$ cat src/rtl/painel_scan_if.sv
// ---------------------------------------------------------------------------
// painel_scan_if
// Write / swap bus between a pattern writer and painel_scan_ctrl.
//   wrValid     writer offers one column of shadow-buffer data
//   wrReady     controller accepts the offered write this cycle
//   wrCol       column index 0..4 (5..7 are accepted and discarded)
//   wrData      row pattern for the column, bit0 = top row
//   swapReq     one-cycle pulse asking for the shadow buffer to go live
//   swapPending swap requested but not yet applied
// Modports: master = writer side, slave = controller side.
// ---------------------------------------------------------------------------
interface painel_scan_if;
  logic       wrValid;
  logic       wrReady;
  logic [2:0] wrCol;
  logic [6:0] wrData;
  logic       swapReq;
  logic       swapPending;

  modport master (
    output wrValid, wrCol, wrData, swapReq,
    input  wrReady, swapPending
  );

  modport slave (
    input  wrValid, wrCol, wrData, swapReq,
    output wrReady, swapPending
  );
endinterface

$ cat src/rtl/painel_scan_ctrl.sv
// ---------------------------------------------------------------------------
// painel_scan_ctrl
// Column-multiplexed scan controller for a 5x7 LED panel with a double
// buffer.  Each column is driven for DIV clocks, followed by one blank clock
// to stop ghosting.  A writer fills the shadow buffer at any time.  A
// requested swap is applied only at the frame wrap, or at once when idle,
// so the displayed frame never tears.
//
// Ports:
//   clk       system clock, all state on rising edge
//   rstN      asynchronous active-low reset
//   enable    1 = scan; 0 = finish the current frame, then idle
//   wr        painel_scan_if.slave write/swap bus
//   colSel    one-hot column drive (bit n = column n), 0 while blank/idle
//   rowData   row pattern for the driven column, 0 while colSel is 0
//   frameEnd  one-cycle pulse in the cycle after column 4's blank
//
// Parameters:
//   DIV            clocks each column is driven (2..65535)
//   SCROLL_FRAMES  frames per scroll step (scroll build only)
//
// Optional feature macro: PAINEL_SCROLL_EN.  When defined, a scroll offset
// (0..4) advances every SCROLL_FRAMES frames, and column c shows
// live[(c + offset) mod 5].
// ---------------------------------------------------------------------------
module painel_scan_ctrl #(
  parameter int unsigned DIV           = 1000,
  parameter int unsigned SCROLL_FRAMES = 16
) (
  input  logic              clk,
  input  logic              rstN,
  input  logic              enable,
  painel_scan_if.slave      wr,
  output logic [4:0]        colSel,
  output logic [6:0]        rowData,
  output logic              frameEnd
);

  // Elaboration-time guard against parameter values the counters cannot hold
  if ((DIV < 2) || (DIV > 65535) || (SCROLL_FRAMES < 1)) begin : g_bad_param
    $error("painel_scan_ctrl: DIV must be 2..65535 and SCROLL_FRAMES >= 1");
  end

  localparam logic [15:0] DIV_LAST = 16'(DIV - 1);
  localparam logic [2:0]  COL_LAST = 3'd4;

  typedef enum logic [1:0] {
    ST_IDLE  = 2'd0,
    ST_DRIVE = 2'd1,
    ST_BLANK = 2'd2
  } state_t;

  state_t      state;
  state_t      state_nx;
  logic [2:0]  col;
  logic [2:0]  col_nx;
  logic [15:0] div_cnt;
  logic [15:0] div_nx;
  logic        frame_end_nx;

  logic [6:0]  live_buf   [5];
  logic [6:0]  shadow_buf [5];
  logic [6:0]  live_nx    [5];

  logic        swap_pend;
  logic        pend_nx;
  logic        apply_swap;
  logic        wr_ready;
  logic        ready_nx;
  logic        wr_fire;

  logic [2:0]  row_idx_nx;
  logic [4:0]  col_sel_nx;
  logic [6:0]  row_nx;

  assign wr.wrReady     = wr_ready;
  assign wr.swapPending = swap_pend;

  // Scan sequencer: next state, column and divider
  always_comb begin
    state_nx     = state;
    col_nx       = col;
    div_nx       = div_cnt;
    frame_end_nx = 1'b0;
    case (state)
      ST_IDLE: begin
        if (enable) begin
          state_nx = ST_DRIVE;
          col_nx   = 3'd0;
          div_nx   = 16'd0;
        end else begin
          state_nx = ST_IDLE;
        end
      end
      ST_DRIVE: begin
        if (div_cnt == DIV_LAST) begin
          state_nx = ST_BLANK;
          div_nx   = 16'd0;
        end else begin
          div_nx   = div_cnt + 16'd1;
        end
      end
      ST_BLANK: begin
        div_nx = 16'd0;
        if (col == COL_LAST) begin
          // Frame wrap: enable is only looked at here, so frames never truncate
          frame_end_nx = 1'b1;
          col_nx       = 3'd0;
          state_nx     = enable ? ST_DRIVE : ST_IDLE;
        end else begin
          col_nx       = col + 3'd1;
          state_nx     = ST_DRIVE;
        end
      end
      default: begin
        state_nx = ST_IDLE;
        col_nx   = 3'd0;
        div_nx   = 16'd0;
      end
    endcase
  end

  // State register for the scan sequencer
  always_ff @(posedge clk or negedge rstN) begin
    if (!rstN) begin
      state   <= ST_IDLE;
      col     <= 3'd0;
      div_cnt <= 16'd0;
    end else begin
      state   <= state_nx;
      col     <= col_nx;
      div_cnt <= div_nx;
    end
  end

  // Swap/write control.  The swap edge is the one leaving column 4's blank
  // (or any idle cycle), so the first cycle of the new frame already shows
  // the new buffer.  wrReady is registered and low exactly in that cycle, so
  // a write offered alongside the swap lands in the shadow one cycle later.
  always_comb begin
    apply_swap = swap_pend &&
                 ((state == ST_IDLE) || ((state == ST_BLANK) && (col == COL_LAST)));
    // A request arriving in the swap cycle itself stays pending for next frame
    pend_nx    = wr.swapReq || (swap_pend && !apply_swap);
    ready_nx   = !(pend_nx &&
                   ((state_nx == ST_IDLE) ||
                    ((state_nx == ST_BLANK) && (col_nx == COL_LAST))));
    wr_fire    = wr.wrValid && wr_ready && (wr.wrCol <= COL_LAST);
    for (int i = 0; i < 5; i++) begin
      live_nx[i] = apply_swap ? shadow_buf[i] : live_buf[i];
    end
  end

  // Buffer storage, pending flag and write-ready register
  always_ff @(posedge clk or negedge rstN) begin
    if (!rstN) begin
      for (int i = 0; i < 5; i++) begin
        live_buf[i]   <= 7'd0;
        shadow_buf[i] <= 7'd0;
      end
      swap_pend <= 1'b0;
      wr_ready  <= 1'b1;
    end else begin
      for (int i = 0; i < 5; i++) begin
        live_buf[i] <= live_nx[i];
      end
      if (wr_fire) begin
        shadow_buf[wr.wrCol] <= wr.wrData;
      end else begin
        shadow_buf <= shadow_buf;
      end
      swap_pend <= pend_nx;
      wr_ready  <= ready_nx;
    end
  end

`ifdef PAINEL_SCROLL_EN
  localparam logic [15:0] FRAMES_LAST = 16'(SCROLL_FRAMES - 1);

  logic [2:0]  offset;
  logic [2:0]  offset_nx;
  logic [15:0] frame_cnt;
  logic [15:0] frame_cnt_nx;

  // Column index plus offset, folded back into 0..4
  function automatic logic [2:0] mod5_add(input logic [2:0] a, input logic [2:0] b);
    logic [3:0] sum;
    sum = {1'b0, a} + {1'b0, b};
    if (sum >= 4'd5) begin
      sum = sum - 4'd5;
    end else begin
      sum = sum;
    end
    return sum[2:0];
  endfunction

  // Scroll offset advances on the same edge as the frame wrap
  always_comb begin
    offset_nx    = offset;
    frame_cnt_nx = frame_cnt;
    if (frame_end_nx) begin
      if (frame_cnt == FRAMES_LAST) begin
        frame_cnt_nx = 16'd0;
        offset_nx    = (offset == COL_LAST) ? 3'd0 : (offset + 3'd1);
      end else begin
        frame_cnt_nx = frame_cnt + 16'd1;
      end
    end else begin
      frame_cnt_nx = frame_cnt;
    end
    row_idx_nx = mod5_add(col_nx, offset_nx);
  end

  // Scroll offset and frame counter registers
  always_ff @(posedge clk or negedge rstN) begin
    if (!rstN) begin
      offset    <= 3'd0;
      frame_cnt <= 16'd0;
    end else begin
      offset    <= offset_nx;
      frame_cnt <= frame_cnt_nx;
    end
  end
`else
  // Without scrolling each column shows its own buffer entry
  always_comb begin
    row_idx_nx = col_nx;
  end
`endif

  // Next-cycle panel drive, decoded from the next state
  always_comb begin
    if (state_nx == ST_DRIVE) begin
      col_sel_nx = 5'd1 << col_nx;
      row_nx     = live_nx[row_idx_nx];
    end else begin
      col_sel_nx = 5'd0;
      row_nx     = 7'd0;
    end
  end

  // Registered panel outputs
  always_ff @(posedge clk or negedge rstN) begin
    if (!rstN) begin
      colSel   <= 5'd0;
      rowData  <= 7'd0;
      frameEnd <= 1'b0;
    end else begin
      colSel   <= col_sel_nx;
      rowData  <= row_nx;
      frameEnd <= frame_end_nx;
    end
  end

endmodule

$ cat src/flat_wrapper.sv
// flat-port wrapper written by rule: the top's interface ports become plain ports
module painel_scan_ctrl_flat 
#(
  parameter int unsigned DIV           = 1000,
  parameter int unsigned SCROLL_FRAMES = 16
)
  (clk, rstN, enable, colSel, rowData, frameEnd, wr_wrValid, wr_wrCol, wr_wrData, wr_swapReq, wr_wrReady, wr_swapPending);
  painel_scan_if wr_i ();
  input  logic clk;
  input  logic rstN;
  input  logic enable;
  output logic [4:0] colSel;
  output logic [6:0] rowData;
  output logic frameEnd;
  input wire logic [$bits(wr_i.wrValid)-1:0] wr_wrValid;
  input wire logic [$bits(wr_i.wrCol)-1:0] wr_wrCol;
  input wire logic [$bits(wr_i.wrData)-1:0] wr_wrData;
  input wire logic [$bits(wr_i.swapReq)-1:0] wr_swapReq;
  output wire logic [$bits(wr_i.wrReady)-1:0] wr_wrReady;
  output wire logic [$bits(wr_i.swapPending)-1:0] wr_swapPending;
  assign wr_i.wrValid = wr_wrValid;
  assign wr_i.wrCol = wr_wrCol;
  assign wr_i.wrData = wr_wrData;
  assign wr_i.swapReq = wr_swapReq;
  assign wr_wrReady = wr_i.wrReady;
  assign wr_swapPending = wr_i.swapPending;
  painel_scan_ctrl #(.DIV(DIV), .SCROLL_FRAMES(SCROLL_FRAMES)) u_core (.clk(clk), .rstN(rstN), .enable(enable), .wr(wr_i), .colSel(colSel), .rowData(rowData), .frameEnd(frameEnd));
endmodule
$ cat config.mk
export PLATFORM = sky130hd
export DESIGN_NAME = painel_scan_ctrl_flat
export DESIGN_NICKNAME = d
export VERILOG_FILES = /design/src/rtl/painel_scan_if.sv /design/src/rtl/painel_scan_ctrl.sv /design/src/flat_wrapper.sv
export SDC_FILE = /design/constraint.sdc
export NUM_CORES = 1
export LEC_CHECK = 0
export CELL_PAD_IN_SITES_DETAIL_PLACEMENT = 1
export CELL_PAD_IN_SITES_GLOBAL_PLACEMENT = 1
export CORE_UTILIZATION = 40
export DETAILED_ROUTE_END_ITERATION = 6
export PLACE_DENSITY = 0.78
export SLEW_MARGIN = 20
export SYNTH_ARGS = -nofsm -noshare
export SYNTH_HDL_FRONTEND = slang
export SYNTH_SLANG_ARGS = --single-unit
export TNS_END_PERCENT = 100
$ cat constraint.sdc
create_clock -name clk -period 2.7 [get_ports clk]
set_input_delay 0.54 -clock clk [delete_from_list [all_inputs] [get_ports clk]]
set_output_delay 0.54 -clock clk [all_outputs]
set_load 0.05 [all_outputs]
==> results summary <==
Between clock sinks in the finished design, the worst skew comes to about 8.1 ps. For this block, the initial DRC count from the detailed router was approximately 110. The number of buffers added for setup after CTS came out at 0. The area growth from synthesis to layout is 17.0%.

The remaining antenna violation count after routing came out at 0. Setup violations remaining at the end of the flow were counted as 0. The count of boundary I/O pins is 30.

The worst hold path class is input port to asynchronous set/reset pin. The CTS H-tree depth is 3. The number of placed instances, taps included, is 517. The mean instance size in the synthesized netlist came out at 12.9 µm². The mean routed wirelength per cell is 20.1 µm. The sink count of the clock tree came out at 106. Counting distinct cell types in the post-synthesis netlist gives 43. The top cell types in the final layout, fill and taps aside, are sky130_fd_sc_hd__dfrtp_1, sky130_fd_sc_hd__mux2_2, sky130_fd_sc_hd__clkdlybuf4s50_1. The final routed wirelength across all metal layers came out at 10700 µm. The global routing usage summed across all routing layers is 20.5%.

The cell area reported after detailed placement came out at 5030 µm². In the synthesized netlist the async set-or-reset flop fraction comes to 100%. The total negative slack is 0 ps.

The TritonCTS buffer count is 9. TritonCTS built the clock tree. The final cell count without fillers is about 530. The post-cts repair resize count is 0.

Of all cell types, the one taking the most synthesized area is sky130_fd_sc_hd__dfrtp_1. The post-synth net total came out at 370. The per-cell via count in the routed design is 5.52. The sequential area share after synthesis came out at 58.5%. The data required time of the critical path came out at 2950 ps. The number of nets at the end of the flow came out at 406. Static timing analysis puts the maximum clock frequency at 415 MHz. The number of antenna diodes in the final layout is 0. The number of failing hold endpoints at the final stage is 0. At the pin with the least slew margin, the transition time is around 790 ps.

The number of global-route vias before repair is between 3000 and 4000. The initial antenna violation count came out at 0. The library cell used most frequently in the layout, excluding fill and tap cells, is sky130_fd_sc_hd__dfrtp_1. The number of register bits inferred by synthesis is 106. The arrival time at the worst endpoint is 2660 ps.

The number of hold buffers added after CTS was 0. The maximum fanout encountered on the critical timing path is 11. The critical setup path kind is flop to flop.

The final count of pins violating max slew came out at 0. The pin count of the biggest net entering global routing is 45. The worst path meets setup with 291 ps of slack. The total of warnings raised by yosys came out at 0. The core box area is 10900 µm². In the routed design, unresolved DRC markers number 0.

The period utilization came out at between 80% and 90%. The worst setup path is launched from a flop. Once detailed placement completed, the half-perimeter wirelength came to 6970 µm.

STA classifies the critical path endpoint as a flop. For this configuration, the core starts out at a cell density of 41.5%. The wire length of the first global-routing pass is 17800 µm. The highest ir drop seen on vdd is 338 µV. The area of the mapped netlist is 4540 µm². The power density of the placed cells came out at 603 nW/µm². The routability-driven placement congestion ratio came out at 0.800. Before antenna repair, the detailed router went through 4 iterations. The number of instances in the synthesized netlist is 352. The max-cap check violation count is 0. Setup repair after global routing left no endpoint under its margin.

From bottom edge to top edge, the die measures 109 µm. The die area is 11800 µm². The area share of the largest cell type after synthesis came out at about 58%.

The fraction of layout instances using a drive strength above 1 came out at 28.8%. The clock input transition at the sequential cells of the worst setup and hold paths is 70 ps. By area the synthesized netlist is led by sky130_fd_sc_hd__dfrtp_1, sky130_fd_sc_hd__mux2_2, sky130_fd_sc_hd__o22ai_1.

After routing the design area is ~5300 µm². The setup slack after placement is 284 ps. During placement, the flow inserted port buffers numbering 29. For the finished layout, the period the worst path requires is 2410 ps. The later pin in the worst-skew pair is clocked with a latency of 350 ps.

The die is 109 µm wide. The cell row count is 38. The leading register cell type out of synthesis is sky130_fd_sc_hd__dfrtp_1. The number of flops mapped to enable cells by yosys came out at 0. The root buffer cell is sky130_fd_sc_hd__clkbuf_16. The total overflow left after global routing is 0. The leakage power came out at 2.37 nW. Headroom to the max-slew limit came out at 47.1%. The deepest clock path buffer count came out at 2. The run finished with clean final reports. The detailed-route via count is 2940.
## cell families after synthesis
| group | synth area share (%) |
|---|---|
| and+or+nand+nor | 10.8 |
| buffers and inverters | 2.51 |
| DFF | 58.5 |
| AOI/OAI and AO/OA | 8.77 |
| muxes | 18.3 |
| xor gates and xnor gates | 0.386 |
| adders and majority gates | 0.827 |
## where the power goes
part / total (mW) / internal (mW) / switching (mW)
Combinational: 0.204 / 0.117 / 0.0877
Clock: 1.22 / 0.630 / 0.595
Sequential: 1.77 / 1.71 / 0.0638
Total: 3.20 / 2.45 / 0.746
## worst max-delay path, cell delays in order, from the launching register on
cell and delay [ps]:
sky130_fd_sc_hd__dfrtp_1 400, sky130_fd_sc_hd__inv_1 60, sky130_fd_sc_hd__ha_1 250, sky130_fd_sc_hd__a21boi_0 470
sky130_fd_sc_hd__nor2_1 170, sky130_fd_sc_hd__o22ai_4 430, sky130_fd_sc_hd__nand2b_4 220, sky130_fd_sc_hd__o31ai_2 310
## cells in the mapped netlist, types with 2 or more instances
cell type,number
sky130_fd_sc_hd__dfrtp_1,105
sky130_fd_sc_hd__mux2_2,71
sky130_fd_sc_hd__nand2_1,18
sky130_fd_sc_hd__nor2_1,18
sky130_fd_sc_hd__o22ai_1,15
sky130_fd_sc_hd__nand4_1,14
sky130_fd_sc_hd__o21ai_0,11
sky130_fd_sc_hd__inv_1,10
sky130_fd_sc_hd__nand3_1,10
sky130_fd_sc_hd__a21oi_1,9
sky130_fd_sc_hd__buf_2,6
sky130_fd_sc_hd__o31ai_2,6
sky130_fd_sc_hd__clkbuf_1,5
sky130_fd_sc_hd__nor3_1,5
sky130_fd_sc_hd__nand2b_1,4
sky130_fd_sc_hd__a32o_1,3
sky130_fd_sc_hd__ha_1,3
sky130_fd_sc_hd__mux2i_1,3
sky130_fd_sc_hd__nor4_1,3
sky130_fd_sc_hd__o31ai_1,3
sky130_fd_sc_hd__a22o_1,2
sky130_fd_sc_hd__and2_1,2
sky130_fd_sc_hd__and3_1,2
sky130_fd_sc_hd__buf_1,2
sky130_fd_sc_hd__nand3b_1,2
sky130_fd_sc_hd__nand4bb_1,2
sky130_fd_sc_hd__nor2b_1,2
## path summary, 6_finish.rpt
path	endpoint	slack (ps)	startpoint	cells past startpoint
max	u_core.rowData[1]$_DFF_PN0_	290	u_core.col[0]$_DFF_PN0_	7
max in group asynchronous	u_core.rowData[5]$_DFF_PN0_	1810	rstN	2
min reg2reg	u_core.live_buf[26]$_DFF_PN0_	500	u_core.live_buf[26]$_DFF_PN0_	1
min in group clk	u_core.live_buf[26]$_DFF_PN0_	500	u_core.live_buf[26]$_DFF_PN0_	1
min	u_core.shadow_buf[14]$_DFFE_PN0P_	110	rstN	1
max reg2reg	u_core.rowData[1]$_DFF_PN0_	290	u_core.col[0]$_DFF_PN0_	7
## state kept, by name, summed over array words and instances (netlist names)
name,flops
u_core.frameEnd,1
u_core.div_cnt,16
u_core.rowData,7
u_core.col,3
u_core.wr.wrReady,1
u_core.colSel,5
u_core.state,2
u_core.live_buf,35
u_core.wr.swapPending,1
u_core.shadow_buf,35
## layout make-up
type | instances | area, µm²
fill | 1150 | 5630
sequential | 106 | 2650
multi-input combinational | 222 | 1780
timing repair buffer | 39 | 388
clock buffer | 9 | 225
tap | 140 | 175
clock inverter | 7 | 51.3
inverter | 10 | 37.5
## through the flow
step	utilization, %	hold WS (ps)	power [mW]
3_3_place_gp	46.0	472	1.98
4_1_cts	48.5	114	3.25
3_5_place_dp	46.0	487	2.01
6_report	48.5	105	3.20
5_1_grt	48.5	121	3.34
2_1_floorplan	-	244	1.89
## per-layer routing
| layer | share of wire [%] | up-vias | track usage (%) | routed length, µm |
|---|---|---|---|---|
| li1 | - | 1353 | - | - |
| met1 | 42 | 1527 | 24.3 | 4460 |
| met2 | 53 | 41 | 36.5 | 5700 |
| met3 | 3.3 | 19 | 5.06 | 349 |
| met4 | 1.7 | 0 | 6.08 | 180 |
| met5 | 0 | - | 0 | 0 |
No activity file was read; power rests on OpenSTA's default activity.
